`config.mk`:
```
export PLATFORM = sky130hd
export DESIGN_NAME = seq_recognizer_param
export DESIGN_NICKNAME = d
export VERILOG_FILES = /design/src/rtl/seq_rec_pkg.sv /design/src/rtl/seq_match_cmp.sv /design/src/rtl/seq_recognizer_param.sv
export SDC_FILE = /design/constraint.sdc
export NUM_CORES = 1
export LEC_CHECK = 0
export BUFFER_PORTS_ARGS = -buffer_cell sky130_fd_sc_hd__buf_2
export CORE_MARGIN = 5
export CORE_UTILIZATION = 45
export DETAILED_ROUTE_END_ITERATION = 10
export GPL_ROUTABILITY_DRIVEN = 0
export PLACE_DENSITY = 0.68
export SLEW_MARGIN = 20
export SYNTH_ARGS = -nofsm -noshare
export SYNTH_HDL_FRONTEND = slang
export SYNTH_HIERARCHICAL = 1
export SYNTH_SLANG_ARGS = --single-unit
```
`constraint.sdc`:
```
create_clock -name clock -period 2.5 [get_ports clock]
set_clock_uncertainty 0.1 [all_clocks]
set_input_delay 0.25 -clock clock [delete_from_list [all_inputs] [get_ports clock]]
set_output_delay 0.25 -clock clock [all_outputs]
set_load 0.02 [all_outputs]
```
`src/rtl/seq_rec_pkg.sv`:
```
// Shared types and constants for the programmable serial sequence recognizer.
package seq_rec_pkg;

    localparam int unsigned PAT_W_DEF = 8;
    localparam int unsigned CNT_W_DEF = 4;

    typedef logic [1:0] state_t;

    localparam state_t StIdle   = 2'd0;
    localparam state_t StRun    = 2'd1;
    localparam state_t StLocked = 2'd2;

    // Width needed to hold a length in 0..pat_w.
    function automatic int unsigned len_w(input int unsigned pat_w);
        return int'($clog2(pat_w + 1));
    endfunction

endpackage

```
`src/rtl/seq_match_cmp.sv`:
```
// Masked compare of the low len bits of the history against the pattern.
module seq_match_cmp #(
    parameter int unsigned PAT_W = 8,
    parameter int unsigned LEN_W = 4
) (
    input  logic [PAT_W-1:0] hist,
    input  logic [PAT_W-1:0] pat,
    input  logic [LEN_W-1:0] len,
    input  logic [LEN_W-1:0] fill,
    output logic             hit
);

    logic [PAT_W-1:0] mask;

    always_comb begin
        mask = '0;
        for (int unsigned i = 0; i < PAT_W; i++) begin
            mask[i] = (LEN_W'(i) < len);
        end
    end

    assign hit = (len != '0) && (fill >= len) && (((hist ^ pat) & mask) == '0);

endmodule

```
`src/rtl/seq_recognizer_param.sv`:
```
// Programmable serial sequence recognizer with overlap/lock modes and a
// saturating match counter.
module seq_recognizer_param
    import seq_rec_pkg::*;
#(
    parameter int unsigned  PAT_W = PAT_W_DEF,
    parameter int unsigned  CNT_W = CNT_W_DEF,
    localparam int unsigned LEN_W = len_w(PAT_W)
) (
    input  logic             clock,
    input  logic             reset,
    input  logic             x,
    input  logic             x_valid,
    input  logic             cfg_load,
    input  logic [PAT_W-1:0] cfg_pattern,
    input  logic [LEN_W-1:0] cfg_len,
    input  logic             cfg_overlap,
    input  logic             cfg_lock,
    input  logic             clear,
    output logic             z,
    output logic [CNT_W-1:0] match_count,
    output logic             locked,
    output logic             cfg_err
);

    state_t           state_q, state_d;
    logic [PAT_W-1:0] hist_q, hist_d, pat_q, pat_d;
    logic [LEN_W-1:0] fill_q, fill_d, len_q, len_d;
    logic             ovl_q, ovl_d, lock_q, lock_d;
    logic             z_q, z_d, err_q, err_d;
    logic [CNT_W-1:0] cnt_q, cnt_d;

    logic [PAT_W-1:0] hist_shift;
    logic [LEN_W-1:0] fill_inc;
    logic [CNT_W-1:0] cnt_sat;
    logic             hit, accept, len_ok;

    assign hist_shift = {hist_q[PAT_W-2:0], x};
    assign fill_inc   = (fill_q == LEN_W'(PAT_W)) ? fill_q : fill_q + LEN_W'(1);
    assign cnt_sat    = (cnt_q == '1) ? cnt_q : cnt_q + CNT_W'(1);
    assign accept     = (state_q == StRun) && x_valid;
    assign len_ok     = (cfg_len != '0) && (cfg_len <= LEN_W'(PAT_W));

    // Match is judged on the post-shift history and fill.
    seq_match_cmp #(
        .PAT_W (PAT_W),
        .LEN_W (LEN_W)
    ) u_cmp (
        .hist (hist_shift),
        .pat  (pat_q),
        .len  (len_q),
        .fill (fill_inc),
        .hit  (hit)
    );

    always_comb begin
        state_d = state_q;
        hist_d  = hist_q;
        fill_d  = fill_q;
        pat_d   = pat_q;
        len_d   = len_q;
        ovl_d   = ovl_q;
        lock_d  = lock_q;
        cnt_d   = cnt_q;
        z_d     = 1'b0;
        err_d   = 1'b0;

        if (cfg_load) begin
            hist_d = '0;
            fill_d = '0;
            cnt_d  = '0;
            if (len_ok) begin
                pat_d   = cfg_pattern;
                len_d   = cfg_len;
                ovl_d   = cfg_overlap;
                lock_d  = cfg_lock;
                state_d = StRun;
            end else begin
                // A rejected load leaves the block unconfigured, as after reset.
                pat_d   = '0;
                len_d   = '0;
                ovl_d   = 1'b0;
                lock_d  = 1'b0;
                state_d = StIdle;
                err_d   = 1'b1;
            end
        end else if (clear && (state_q != StIdle)) begin
            hist_d  = '0;
            fill_d  = '0;
            cnt_d   = '0;
            state_d = StRun;
        end else if (accept) begin
            hist_d = hist_shift;
            fill_d = fill_inc;
            if (hit) begin
                z_d   = 1'b1;
                cnt_d = cnt_sat;
                if (!ovl_q) begin
                    fill_d = '0;
                end
                if (lock_q) begin
                    state_d = StLocked;
                end
            end
        end
    end

    always_ff @(posedge clock or negedge reset) begin
        if (!reset) begin
            state_q <= StIdle;
            hist_q  <= '0;
            fill_q  <= '0;
            pat_q   <= '0;
            len_q   <= '0;
            ovl_q   <= 1'b0;
            lock_q  <= 1'b0;
            cnt_q   <= '0;
            z_q     <= 1'b0;
            err_q   <= 1'b0;
        end else begin
            state_q <= state_d;
            hist_q  <= hist_d;
            fill_q  <= fill_d;
            pat_q   <= pat_d;
            len_q   <= len_d;
            ovl_q   <= ovl_d;
            lock_q  <= lock_d;
            cnt_q   <= cnt_d;
            z_q     <= z_d;
            err_q   <= err_d;
        end
    end

    assign z           = z_q;
    assign match_count = cnt_q;
    assign locked      = (state_q == StLocked);
    assign cfg_err     = err_q;

endmodule

```
==> results of run 1 <==
-- layout make-up --
class / instances / share of cell area [%]
Clock inverter: 2 / 0.450
Multi-Input combinational cell: 104 / 40.0
Timing Repair Buffer: 45 / 12.6
Inverter: 23 / 3.89
Sequential cell: 33 / 37.2
Clock buffer: 6 / 3.27
Tap cell: 48 / 2.70
-- flip-flops by register name (all words and copies together), names as in the netlist --
register     count
cfg_err          1
fill_q           4
hist_q           7
len_q            4
lock_q           1
match_count      4
ovl_q            1
pat_q            8
state_q          2
z                1
-- metrics by stage --
step	util, %	TNS, ns	std cells	cell area [sq um]
2_1_floorplan	-	-0.173	164	1770
3_3_place_gp	54.1	-0.871	244	2010
4_1_cts	58.6	-1.82	259	2180
3_5_place_dp	54.1	-1.97	244	2010
6_report	59.8	-2.53	261	2220
5_1_grt	59.8	-4.08	261	2220
-- power breakdown --
group | switching (mW) | internal, mW
Sequential | 0.0282 | 0.558
Combinational | 0.0998 | 0.0957
Clock | 0.195 | 0.193
-- cell usage in the layout (no fill, tap or decap), types with 2 or more instances in the layout --
cell / Yosys / routed
dfrtp_1: 33 / 33
buf_2: 0 / 26
inv_1: 22 / 20
buf_4: 1 / 17
a22o_1: 11 / 11
o32ai_1: 10 / 10
nand2_1: 6 / 6
ha_1: 7 / 6
clkbuf_8: 0 / 5
xor2_1: 5 / 5
a21oi_1: 8 / 4
xnor2_1: 5 / 4
o21ai_0: 6 / 4
a21oi_2: 0 / 4
nor2b_1: 3 / 3
nand3_1: 3 / 3
nor2_1: 4 / 3
inv_2: 0 / 2
nand3b_1: 2 / 2
o2bb2ai_1: 2 / 2
nor3_1: 2 / 2
and3_1: 2 / 2
o21ai_1: 0 / 2
clkinv_2: 0 / 2
-- cells by family after synthesis --
kind of cell               count (synthesis)  synth area share (%)
buffers and inverters                     27                  6.03
xor gates and xnor gates                  10                  5.02
adders and majority gates                  7                  5.02
muxes                                      1                 0.646
DFF                                       33                  47.4
AOI/OAI and AO/OA                         50                  21.5
and+or+nand+nor                           36                  14.4
-- worst max-delay path by stage --
stage / startpoint / to / slack [ns]
after floorplan: fill_q[0] / match_count[3] / -0.11
after global placement: fill_q[1] / match_count[3] / -0.17
after detailed placement: fill_q[1] / match_count[3] / -0.31
after CTS: fill_q[1] / match_count[3] / -0.28
after global routing: fill_q[1] / match_count[3] / -0.48
final: fill_q[1] / match_count[3] / -0.35
-- repair_timing --
item                                   4_1_cts  5_1_grt
buffers inserted                             6        2
endpoints found under the hold margin       33        0
setup endpoints to repair                   10       11
pin swaps                                    3        2
hold buffers                                 1        0
gates resized for setup                      9        6
-- routing by layer --
layer	wire length [microns]	up-vias
met4	65	0
met5	0	-
met3	218	12
li1	-	693
met1	1670	703
met2	2190	52
==> summary.md, run 1 <==
| Metric | Value |
|---|---|
| CTS max path bufs | `2` |
| WHS | `0.0784 ns` |
| Die height | `72.2 microns` |
| Most frequent cells after synthesis | `33 x dfrtp_1, 22 x inv_1, 11 x a22o_1` |
| Worst hold path type | `in -> reg` |
| Period utilization | `114%` |
| Worst reg2reg endpoint | `match_count[3]` |
| Final WS setup | `-0.346 ns` |
| CP delay by family, top | `simple AND/OR/NAND/NOR gates` |
| Vias in the first global route | `1476` |
| Post-Synthesis Cells | `around 160` |
| Max Transition Viols Final | `0` |
| Hold depth | `2` |
| Worst path cell trace | `inv_2 > ha_4 > nand3b_1 > xnor2_2 > inv_1 > inv_1 > ha_1 > nand2b_1 > a211o_1 > a21oi_2 > nor4_4 > nand4b_4 > or4_4 > a21oi_2` |
| Global-route wire length before repair | `6960 microns` |
| Cell variety after synth | `48` |
| Min-delay src | `cfg_pattern[7]` |
| Unrepaired setup endpoints after global routing | `true` |
| VDD IR max | `about 0.00040 V` |
| DP Worst Slack | `-0.313 ns` |
| Cell area after synthesis | `around 0.0017 sq mm` |
| Inserted Clock Buffers | `5` |
| Leak | `1.05 nW` |
| Required @ worst endpoint | `2.61 ns` |
| Die area | `0.00522 sq mm` |
| Worst path depth | `14` |
| GR Util met3 | `4.02%` |
| Final wirelength | `4140 microns` |
| Ant. Diodes | `0` |
| Routing usage on met2 | `28.7%` |
| Remaining DRCs | `0` |
| Seq/Total Area, Yosys | `a little under half` |
| Top-count cell post-synth | `dfrtp_1` |
| Actual slew at the worst max-slew pin | `0.741 ns` |
| Syn Nets | `around 190` |
| Outcome | `finished, violations left` |
| Crit path DAT | `2.96 ns` |
| Chip width | `72.2 microns` |
| Syn. warnings | `6` |
| Initial antenna violation count | `0` |
| Post-synthesis register bit count | `33` |
| FF+latch area | `826 sq um` |
| Avg Synthesized Cell Area | `10.6 sq um` |
| Crit Reg-Reg Startpoint | `fill_q[1]` |
| Fmax | `351 MHz` |
| Area growth syn-to-layout | `27.5%` |
| Crit. End Element | `flop` |
| Top-area cell type share of the netlist area | `between 40% and 50%` |
| Clk sink count | `33` |
| Relative slew margins | `50.6%` |
| Yosys top cell by area | `dfrtp_1` |
| Max-Cap Viols | `0` |
| Power Dens Cells | `~530 mW/mm^2` |
| Fillers | `307` |
| DR iter-0 viols | `roughly 120` |
| Asr flop ratio synth | `100%` |
| Worst path max stage delay | `0.44 ns` |
| Drt wl/cell | `15.9 microns` |
| Final Hold Viols | `0` |
| DP HPWL | `between 2000 and 3000 microns` |
| Core area | `between 0.003 and 0.004 sq mm` |
| CP max stage cell | `or4_4` |
| Met1 usage | `21.6%` |
| Register-to-register setup slack | `-0.35 ns` |
| Hold-critical path endpoint | `pat_q[7]` |
| CTS tree | `yes` |
| Failing checks | `setup timing` |
| WS Path Type | `reg -> reg` |
| Post-synth EDFFs | `0` |
| Post-layout nets | `239` |
| Reg2reg path depth | `14` |
| Worst path bufs/invs | `3` |
| Setup Viol. Count Final | `11` |
| Largest net degree at the start of global routing | `34` |
| Post-synth top flop | `dfrtp_1` |
| CP max FO | `3` |
| # rows | `22` |
| GR peak layer | `met2` |
| Via count | `between 1000 and 1500` |
| GRT Total Usage | `17.1%` |
| H-Tree Depth | `2` |
| Top post-synthesis cells by area | `dfrtp_1 47%, a22o_1 5.5%, ha_1 5.0%, o32ai_1 5.0%, inv_1 4.7%` |
| Area of the multi-input gates | `888 sq um` |
| CTS clk-pin slew, worst paths | `0.07 ns` |
| Fin crit period | `2.85 ns` |
| IO Port Bufs | `26` |
| IO Pins | `27` |
| CTS root buf | `clkbuf_8` |
| Via density | `5.59` |
| Total grt overflow | `0` |
| Initial core utilization | `46.9%` |
| DRT Pass-1 Iters | `4` |
| Final ANT Viol Nets | `0` |
| Share of layout cells above drive strength 1 | `a little over a third` |
| Worst setup SP type | `flop` |
| Pwr Total | `1.17 mW` |
| Clk Latency, worst-skew pair | `about 0.28 ns` |
No activity file was read; power rests on OpenSTA's default activity.
==> run 2, diff against run 1 <==
--- a/config.mk
+++ b/config.mk
@@ -5,12 +5,11 @@
 export SDC_FILE = /design/constraint.sdc
 export NUM_CORES = 1
 export LEC_CHECK = 0
-export BUFFER_PORTS_ARGS = -buffer_cell sky130_fd_sc_hd__buf_2
 export CORE_MARGIN = 5
 export CORE_UTILIZATION = 45
 export DETAILED_ROUTE_END_ITERATION = 10
+export DONT_BUFFER_PORTS = 1
 export GPL_ROUTABILITY_DRIVEN = 0
-export PLACE_DENSITY = 0.68
 export SLEW_MARGIN = 20
 export SYNTH_ARGS = -nofsm -noshare
 export SYNTH_HDL_FRONTEND = slang
==> summary.md, run 2 (synthesized netlist as in run 1, its figures left out) <==
| Metric | Value |
|---|---|
| Area growth syn-to-layout | `25.7%` |
| GRT Total Usage | `16.7% (-0.41 points)` |
| CTS max path bufs | `2 (unchanged)` |
| IO Pins | `27 (unchanged)` |
| Crit path DAT | `2.79 ns (-0.17 ns)` |
| Max FFs per register | `8 (unchanged)` |
| Drt wl/cell | `15.8 microns (-0.76%)` |
| Worst setup SP type | `flop` |
| Outcome | `finished, violations left` |
| Inserted Clock Buffers | `5 (unchanged)` |
| Remaining DRCs | `0 (unchanged)` |
| Leak | `0.975 nW (-7.2%)` |
| Final WS setup | `-0.236 ns (+0.110 ns)` |
| Via density | `5.60 (about the same)` |
| Failing checks | `setup timing` |
| Post-Route Setup TNS | `-1.30 ns (+1.24 ns)` |
| Fillers | `314 (+2.3%)` |
| Die area | `0.00522 sq mm (unchanged)` |
| Fin cells | `246 (-5.7%)` |
| Max-Cap Viols | `0 (unchanged)` |
| Unrepaired setup endpoints after global routing | `true` |
| DRT Pass-1 Iters | `4 (unchanged)` |
| Clock Power Share | `34.6% (+1.5 points)` |
| Required @ worst endpoint | `2.55 ns (-0.06 ns)` |
| Fmax | `365 MHz (+4.0%)` |
| Share of layout cells above drive strength 1 | `22.2% (-13 points)` |
| DP HPWL | `2810 microns (-2.9%)` |
| Ant. Diodes | `0 (unchanged)` |
| WS Path Type | `reg -> reg` |
| Most common cell after layout, fill and taps aside | `dfrtp_1` |
| Final Hold Viols | `0 (unchanged)` |
| Vias in the first global route | `1452 (-1.6%)` |
| Actual slew at the worst max-slew pin | `0.563 ns (-0.177 ns)` |
| Clk sink count | `33 (unchanged)` |
| Final wirelength | `3880 microns (-6.5%)` |
| Via count | `1377 (-5.7%)` |
| Die height | `72.2 microns (unchanged)` |
| Internal Power | `866 uW (+2.3%)` |
| Biggest registers after layout | `pat_q: 8 flops, hist_q: 7 flops` |
| Core area | `0.00372 sq mm (unchanged)` |
| Commonest cells after routing, fill and taps aside | `33 x dfrtp_1, 20 x inv_1, 18 x buf_4` |
| CTS tree | `yes` |
| Final ANT Viol Nets | `0 (unchanged)` |
| Comb pwr share | `15.0% (-1.7 points)` |
| CTS root buf | `clkbuf_8` |
| Relative slew margins | `62.1% (+11 points)` |
| # rows | `22 (unchanged)` |
| Total grt overflow | `0 (unchanged)` |
| Clk Latency, worst-skew pair | `0.27 ns (about the same)` |
| Crit. End Element | `flop` |
| Power Dens Cells | `532 mW/mm^2 (+1.1%)` |
| Initial antenna violation count | `0 (unchanged)` |
| Largest net degree at the start of global routing | `34 (unchanged)` |
| H-Tree Depth | `2 (unchanged)` |
| Net switching share of the total power | `25.7% (-1.9 points)` |
| WHS | `0.00547 ns (-0.0730 ns)` |
| Post-layout nets | `225 (-5.9%)` |
| DR iter-0 viols | `100 (-13%)` |
| VDD IR max | `0.000357 V (-11%)` |
| Setup Viol. Count Final | `10 (-1)` |
| Fin crit period | `2.74 ns (-0.110 ns)` |
| CP max FO | `5 (+2)` |
| CTS clk-pin slew, worst paths | `0.07 ns (about the same)` |
| Max Transition Viols Final | `0 (unchanged)` |
| Period utilization | `109% (-4.4 points)` |
| IO Port Bufs | `0 (-100%)` |
| Global-route wire length before repair | `6720 microns (-3.4%)` |
| Sequential Power Share | `50.4% (+0.3 points)` |
| Chip width | `72.2 microns (unchanged)` |
| Pwr Total | `1.17 mW (-0.34%)` |
| Reg with most FFs | `pat_q` |
| Worst hold path type | `in -> reg` |
| Initial core utilization | `46.9% (unchanged)` |
| Placed Cells | `218 (-11%)` |
| Switch Pwr | `299 uW (-7.4%)` |
| Final core utilization | `59.0% (-0.84 points)` |
-- run 2: changes by cell type in the layout (fill, tap and decap cells not counted), sizes merged --
cell,previous run,this run
clkinvlp,0,1
clkinv,3,1
buf,44,19
dlygate4sd3,1,12
-- run 2: area by class of cell --
cell class                 count  area, sq um  share of cell area, %
clock inverter                 1         7.51                  0.343
timing repair buffer          31          275                   12.6
inverter                      23         86.3                   3.94
clock buffer                   6         82.6                   3.77
tap                           48         60.1                   2.74
sequential                    33          826                   37.7
multi-input combinational    104          853                   38.9
-- run 2: path summary, 6_finish.rpt --
| path | startpoint | endpoint | slack [ns] | cells past startpoint |
|---|---|---|---|---|
| min reg2reg | ovl_q | ovl_q | 0.44 | 1 |
| min | cfg_load | cfg_err | 0.005 | 1 |
| max reg2reg | fill_q[1] | match_count[3] | -0.24 | 14 |
| min in group asynchronous | reset | pat_q[0] | 0.32 | 2 |
| max | fill_q[1] | match_count[3] | -0.24 | 14 |
| max in group asynchronous | reset | fill_q[0] | 1.81 | 2 |
-- run 2: stage by stage --
step / instance area (sq um) / setup slack [ns]
floorplan: 1770 / -0.114
global route: 2190 / -0.412
finish: 2190 / -0.236
CTS: 2150 / -0.250
global placement: 1880 / -0.189
detailed placement: 1880 / -0.270
-- run 2: worst max-delay path, cell delays in order (launching register included) --
cell      delay, ns
dfrtp_1        0.41
inv_2          0.09
ha_4           0.13
nand3b_1       0.08
xnor2_1        0.15
inv_1          0.06
inv_1          0.04
ha_1           0.25
nand2b_1       0.09
a211o_1        0.12
a21oi_2        0.06
nor4_4         0.36
nand4b_4       0.17
o41ai_1        0.38
a21oi_1        0.11
-- run 2: power groups by stage --
stage          registers (mW)  logic (mW)  clock network, mW
4_1_cts                 0.587       0.171              0.417
3_3_place_gp            0.596       0.128                  0
6_report                0.587       0.175              0.403
5_1_grt                 0.591       0.193              0.438
3_5_place_dp            0.597       0.134                  0
2_1_floorplan           0.589       0.106                  0
-- run 2: metal layers --
| layer | wire, microns | share of wire (%) | global-route usage [%] |
|---|---|---|---|
| met5 | 0 | 0 | 0 |
| met4 | 70 | 1.8 | 6.68 |
| met3 | 188 | 4.9 | 5.12 |
| met2 | 1970 | 51 | 27.4 |
| met1 | 1650 | 43 | 20.3 |
-- run 2: what timing repair did --
item	CTS	global route
resized for setup	8	0
setup endpoints to repair	10	11
hold endpoints to repair	52	3
hold buffers	10	3
pin swaps	6	1
setup buffers	7	1
gates cloned	0	0
==> run 3, diff against run 2 <==
--- a/config.mk
+++ b/config.mk
@@ -5,6 +5,7 @@
 export SDC_FILE = /design/constraint.sdc
 export NUM_CORES = 1
 export LEC_CHECK = 0
+export ABC_AREA = 1
 export CORE_MARGIN = 5
 export CORE_UTILIZATION = 45
 export DETAILED_ROUTE_END_ITERATION = 10
==> summary.md, run 3 <==
| Metric | Value |
|---|---|
| Outcome | `finished, final reports clean` |
| GR peak layer | `met2` |
| Synth Area in Compound Gates | `8.23% (-13 points)` |
| Final Hold Viols | `0 (unchanged)` |
| Crit path DAT | `2.30 ns (-0.49 ns)` |
| Worst setup SP type | `flop` |
| CTS clk-pin slew, worst paths | `0.07 ns (about the same)` |
| # rows | `23 (+4.5%)` |
| Die area | `0.00558 sq mm (+7.0%)` |
| CTS tree | `yes` |
| Post-layout nets | `295 (+31%)` |
| Multiplexer share of the synthesized area | `0% (-0.65 points)` |
| Syn Nets | `288 (+51%)` |
| Max Transition Viols Final | `0 (unchanged)` |
| Period utilization | `89.0% (-20 points)` |
| Setup Viol. Count Final | `0 (-10)` |
| DP HPWL | `2930 microns (+4.4%)` |
| DRT Pass-1 Iters | `4 (unchanged)` |
| IO Pins | `27 (unchanged)` |
| Post-synth EDFFs | `0 (unchanged)` |
| DR iter-0 viols | `55 (-45%)` |
| Routing usage on met2 | `24.9% (-2.5 points)` |
| Die height | `74.7 microns (+3.5%)` |
| CP max FO | `4 (-1)` |
| Cell variety after synth | `27 (-44%)` |
| Remaining DRCs | `0 (unchanged)` |
| H-Tree Depth | `2 (unchanged)` |
| Adder-cell share of the synthesized area | `4.64% (-0.38 points)` |
| Share of layout cells above drive strength 1 | `10.4% (-12 points)` |
| Power Dens Cells | `569 mW/mm^2 (+7.0%)` |
| Global-route wire length before repair | `6890 microns (+2.5%)` |
| Syn. warnings | `6 (unchanged)` |
| Biggest registers after layout | `pat_q: 8 flops, hist_q: 7 flops` |
| CTS root buf | `clkbuf_8` |
| Actual slew at the worst max-slew pin | `0.412 ns (-0.152 ns)` |
| Core area | `0.00403 sq mm (+8.4%)` |
| Clk sink count | `33 (unchanged)` |
| Top-count cell post-synth | `nand2_1` |
| Vias in the first global route | `1497 (+3.1%)` |
| Commonest cells after routing, fill and taps aside | `101 x nand2_1, 37 x inv_1, 32 x dfrtp_1` |
| Area growth syn-to-layout | `10.4%` |
| Initial antenna violation count | `0 (unchanged)` |
| Final ANT Viol Nets | `0 (unchanged)` |
| Most frequent cells after synthesis | `101 x nand2_1, 37 x inv_1, 33 x dfrtp_1` |
| Post-Synth Simple-Gate Area | `32.4% (+18 points)` |
| Crit. End Element | `flop` |
| WS Path Type | `reg -> reg` |
| XOR/XNOR share of the synthesized area | `1.39% (-3.6 points)` |
| Fmax | `450 MHz (+23%)` |
| Unrepaired setup endpoints after global routing | `false` |
| Inserted Clock Buffers | `5 (unchanged)` |
| Most common cell after layout, fill and taps aside | `nand2_1` |
| Largest net degree at the start of global routing | `34 (unchanged)` |
| CTS max path bufs | `2 (unchanged)` |
| GRT Total Usage | `16.2% (-0.45 points)` |
| Avg Synthesized Cell Area | `7.22 sq um (-32%)` |
| Clk Latency, worst-skew pair | `0.28 ns (about the same)` |
| Register-to-register setup slack | `0.28 ns (+0.51 ns)` |
| VDD IR max | `0.000376 V (+5.5%)` |
| GR Util met3 | `4.41% (-0.72 points)` |
| Required @ worst endpoint | `2.57 ns (+0.02 ns)` |
| Dpl cell area | `0.00193 sq mm (+2.6%)` |
| Relative slew margins | `72.5% (+10 points)` |
| Met1 usage | `22.3% (+2.0 points)` |
| Top post-synthesis cells by area | `dfrtp_1 44%, nand2_1 20%, inv_1 7.4%, ha_1 4.6%, nand3_1 3.5%` |
| Ant. Diodes | `0 (unchanged)` |
| Via density | `4.89 (-13%)` |
| Fillers | `429 (+37%)` |
| Max FFs per register | `8 (unchanged)` |
| Max-Cap Viols | `0 (unchanged)` |
| WHS | `0.0103 ns (+0.00486 ns)` |
| Reg with most FFs | `pat_q` |
| Asr flop ratio synth | `100% (unchanged)` |
| Post-Route Setup TNS | `0 ns (+1.30 ns)` |
| Leak | `1.07 nW (+9.8%)` |
| Chip width | `74.7 microns (+3.5%)` |
| IO Port Bufs | `0 (unchanged)` |
| Largest family of logic cells by synthesized area | `simple AND/OR/NAND/NOR gates` |
| Cell area after synthesis | `0.00189 sq mm (+8.2%)` |
| Via count | `1556 (+13%)` |
| Finished Cell Area | `0.00208 sq mm (-5.0%)` |
| Yosys top cell by area | `dfrtp_1` |
| Post-Synthesis Cells | `261 (+59%)` |
| Post-synthesis register bit count | `33 (unchanged)` |
| Final WS setup | `0.276 ns (+0.512 ns)` |
| Top-area cell type share of the netlist area | `43.8% (-3.6 points)` |
| DP Worst Slack | `0.189 ns (+0.459 ns)` |
| Drt wl/cell | `12.6 microns (-20%)` |
| Seq/Total Area, Yosys | `43.8% (-3.6 points)` |
| Fin crit period | `2.22 ns (-0.512 ns)` |
| Total grt overflow | `0 (unchanged)` |
| Initial core utilization | `46.8% (-0.10 points)` |
| Post-synth top flop | `dfrtp_1` |
| Final wirelength | `4010 microns (+3.4%)` |
| Worst hold path type | `in -> reg` |
[run 3: cell types whose count changed after synthesis, sizes merged, moves of 10 or more]
cell	previous run	this run
nand3	3	15
nand2	6	104
o21ai	6	17
nor2	4	19
a22o	11	0
o32ai	10	0
inv	22	43
[run 3: repair_timing]
item	CTS	global route
endpoints found under the hold margin	34	0
hold buffers	3	0
endpoints found under the setup margin	0	7
buffers inserted	0	1
resized for setup	0	4
[run 3: path summary, 6_finish.rpt]
kind                           startpoint              to  cells past startpoint
hold / removal             cfg_pattern[3]        pat_q[3]                      2
max in group asynchronous           reset       fill_q[0]                      2
setup / recovery                fill_q[0]  match_count[3]                     15
setup reg to reg                fill_q[0]  match_count[3]                     15
min in group asynchronous           reset        pat_q[5]                      2
hold reg to reg                 fill_q[3]       fill_q[3]                      2
[run 3: power breakdown]
part           leakage [nW]  switching (mW)  internal [mW]
registers             0.440          0.0353          0.562
logic                 0.587           0.119         0.0669
clock network        0.0443           0.183          0.218
[run 3: per-stage QoR]
step	utilization, %	power, mW	instances
after global routing	51.6	1.26	318
after CTS	51.1	1.19	317
after global placement	47.9	0.766	307
final	51.6	1.18	318
after detailed placement	47.9	0.767	307
after floorplan	-	0.736	261
[run 3: routing by layer]
layer | vias up | routed length [microns] | share of wire [%]
li1 | 822 | - | -
met1 | 701 | 1980 | 49
met2 | 27 | 1810 | 45
met3 | 6 | 161 | 4.0
met4 | 0 | 51 | 1.3
met5 | - | 0 | 0
[run 3: area by class of cell]
cell class,count,area (sq um),share of cell area [%]
flip-flops and latches,33,827,39.7
repair buffers,4,47.5,2.29
well taps,50,62.6,3.01
clock buffers,7,86.3,4.15
multi-input cells,181,896,43.1
inverters,43,161,7.76
[run 3: critical path, stage by stage, from the launching register on]
cell and delay (ns):
dfrtp_2 0.42, ha_1 0.21, xnor2_1 0.15, a21oi_1 0.08
ha_1 0.28, nand2_1 0.06, inv_2 0.06, nand3_1 0.07
nand3_2 0.08, nand2_1 0.08, nor2_4 0.15, nand3_1 0.12
nand2_2 0.12, inv_2 0.05, nand2_1 0.05, nand2_1 0.05
[run 3: logic make-up (layout without fill, tap and decap cells)]
kind of cell | after synthesis | after routing
AND/OR/NAND/NOR | 143 | 143
buffers and inverters | 47 | 54
flip-flops | 33 | 33
AO/OA/AOI/OAI | 28 | 28
adder cells (fa/ha/maj) | 7 | 7
XOR/XNOR | 3 | 3
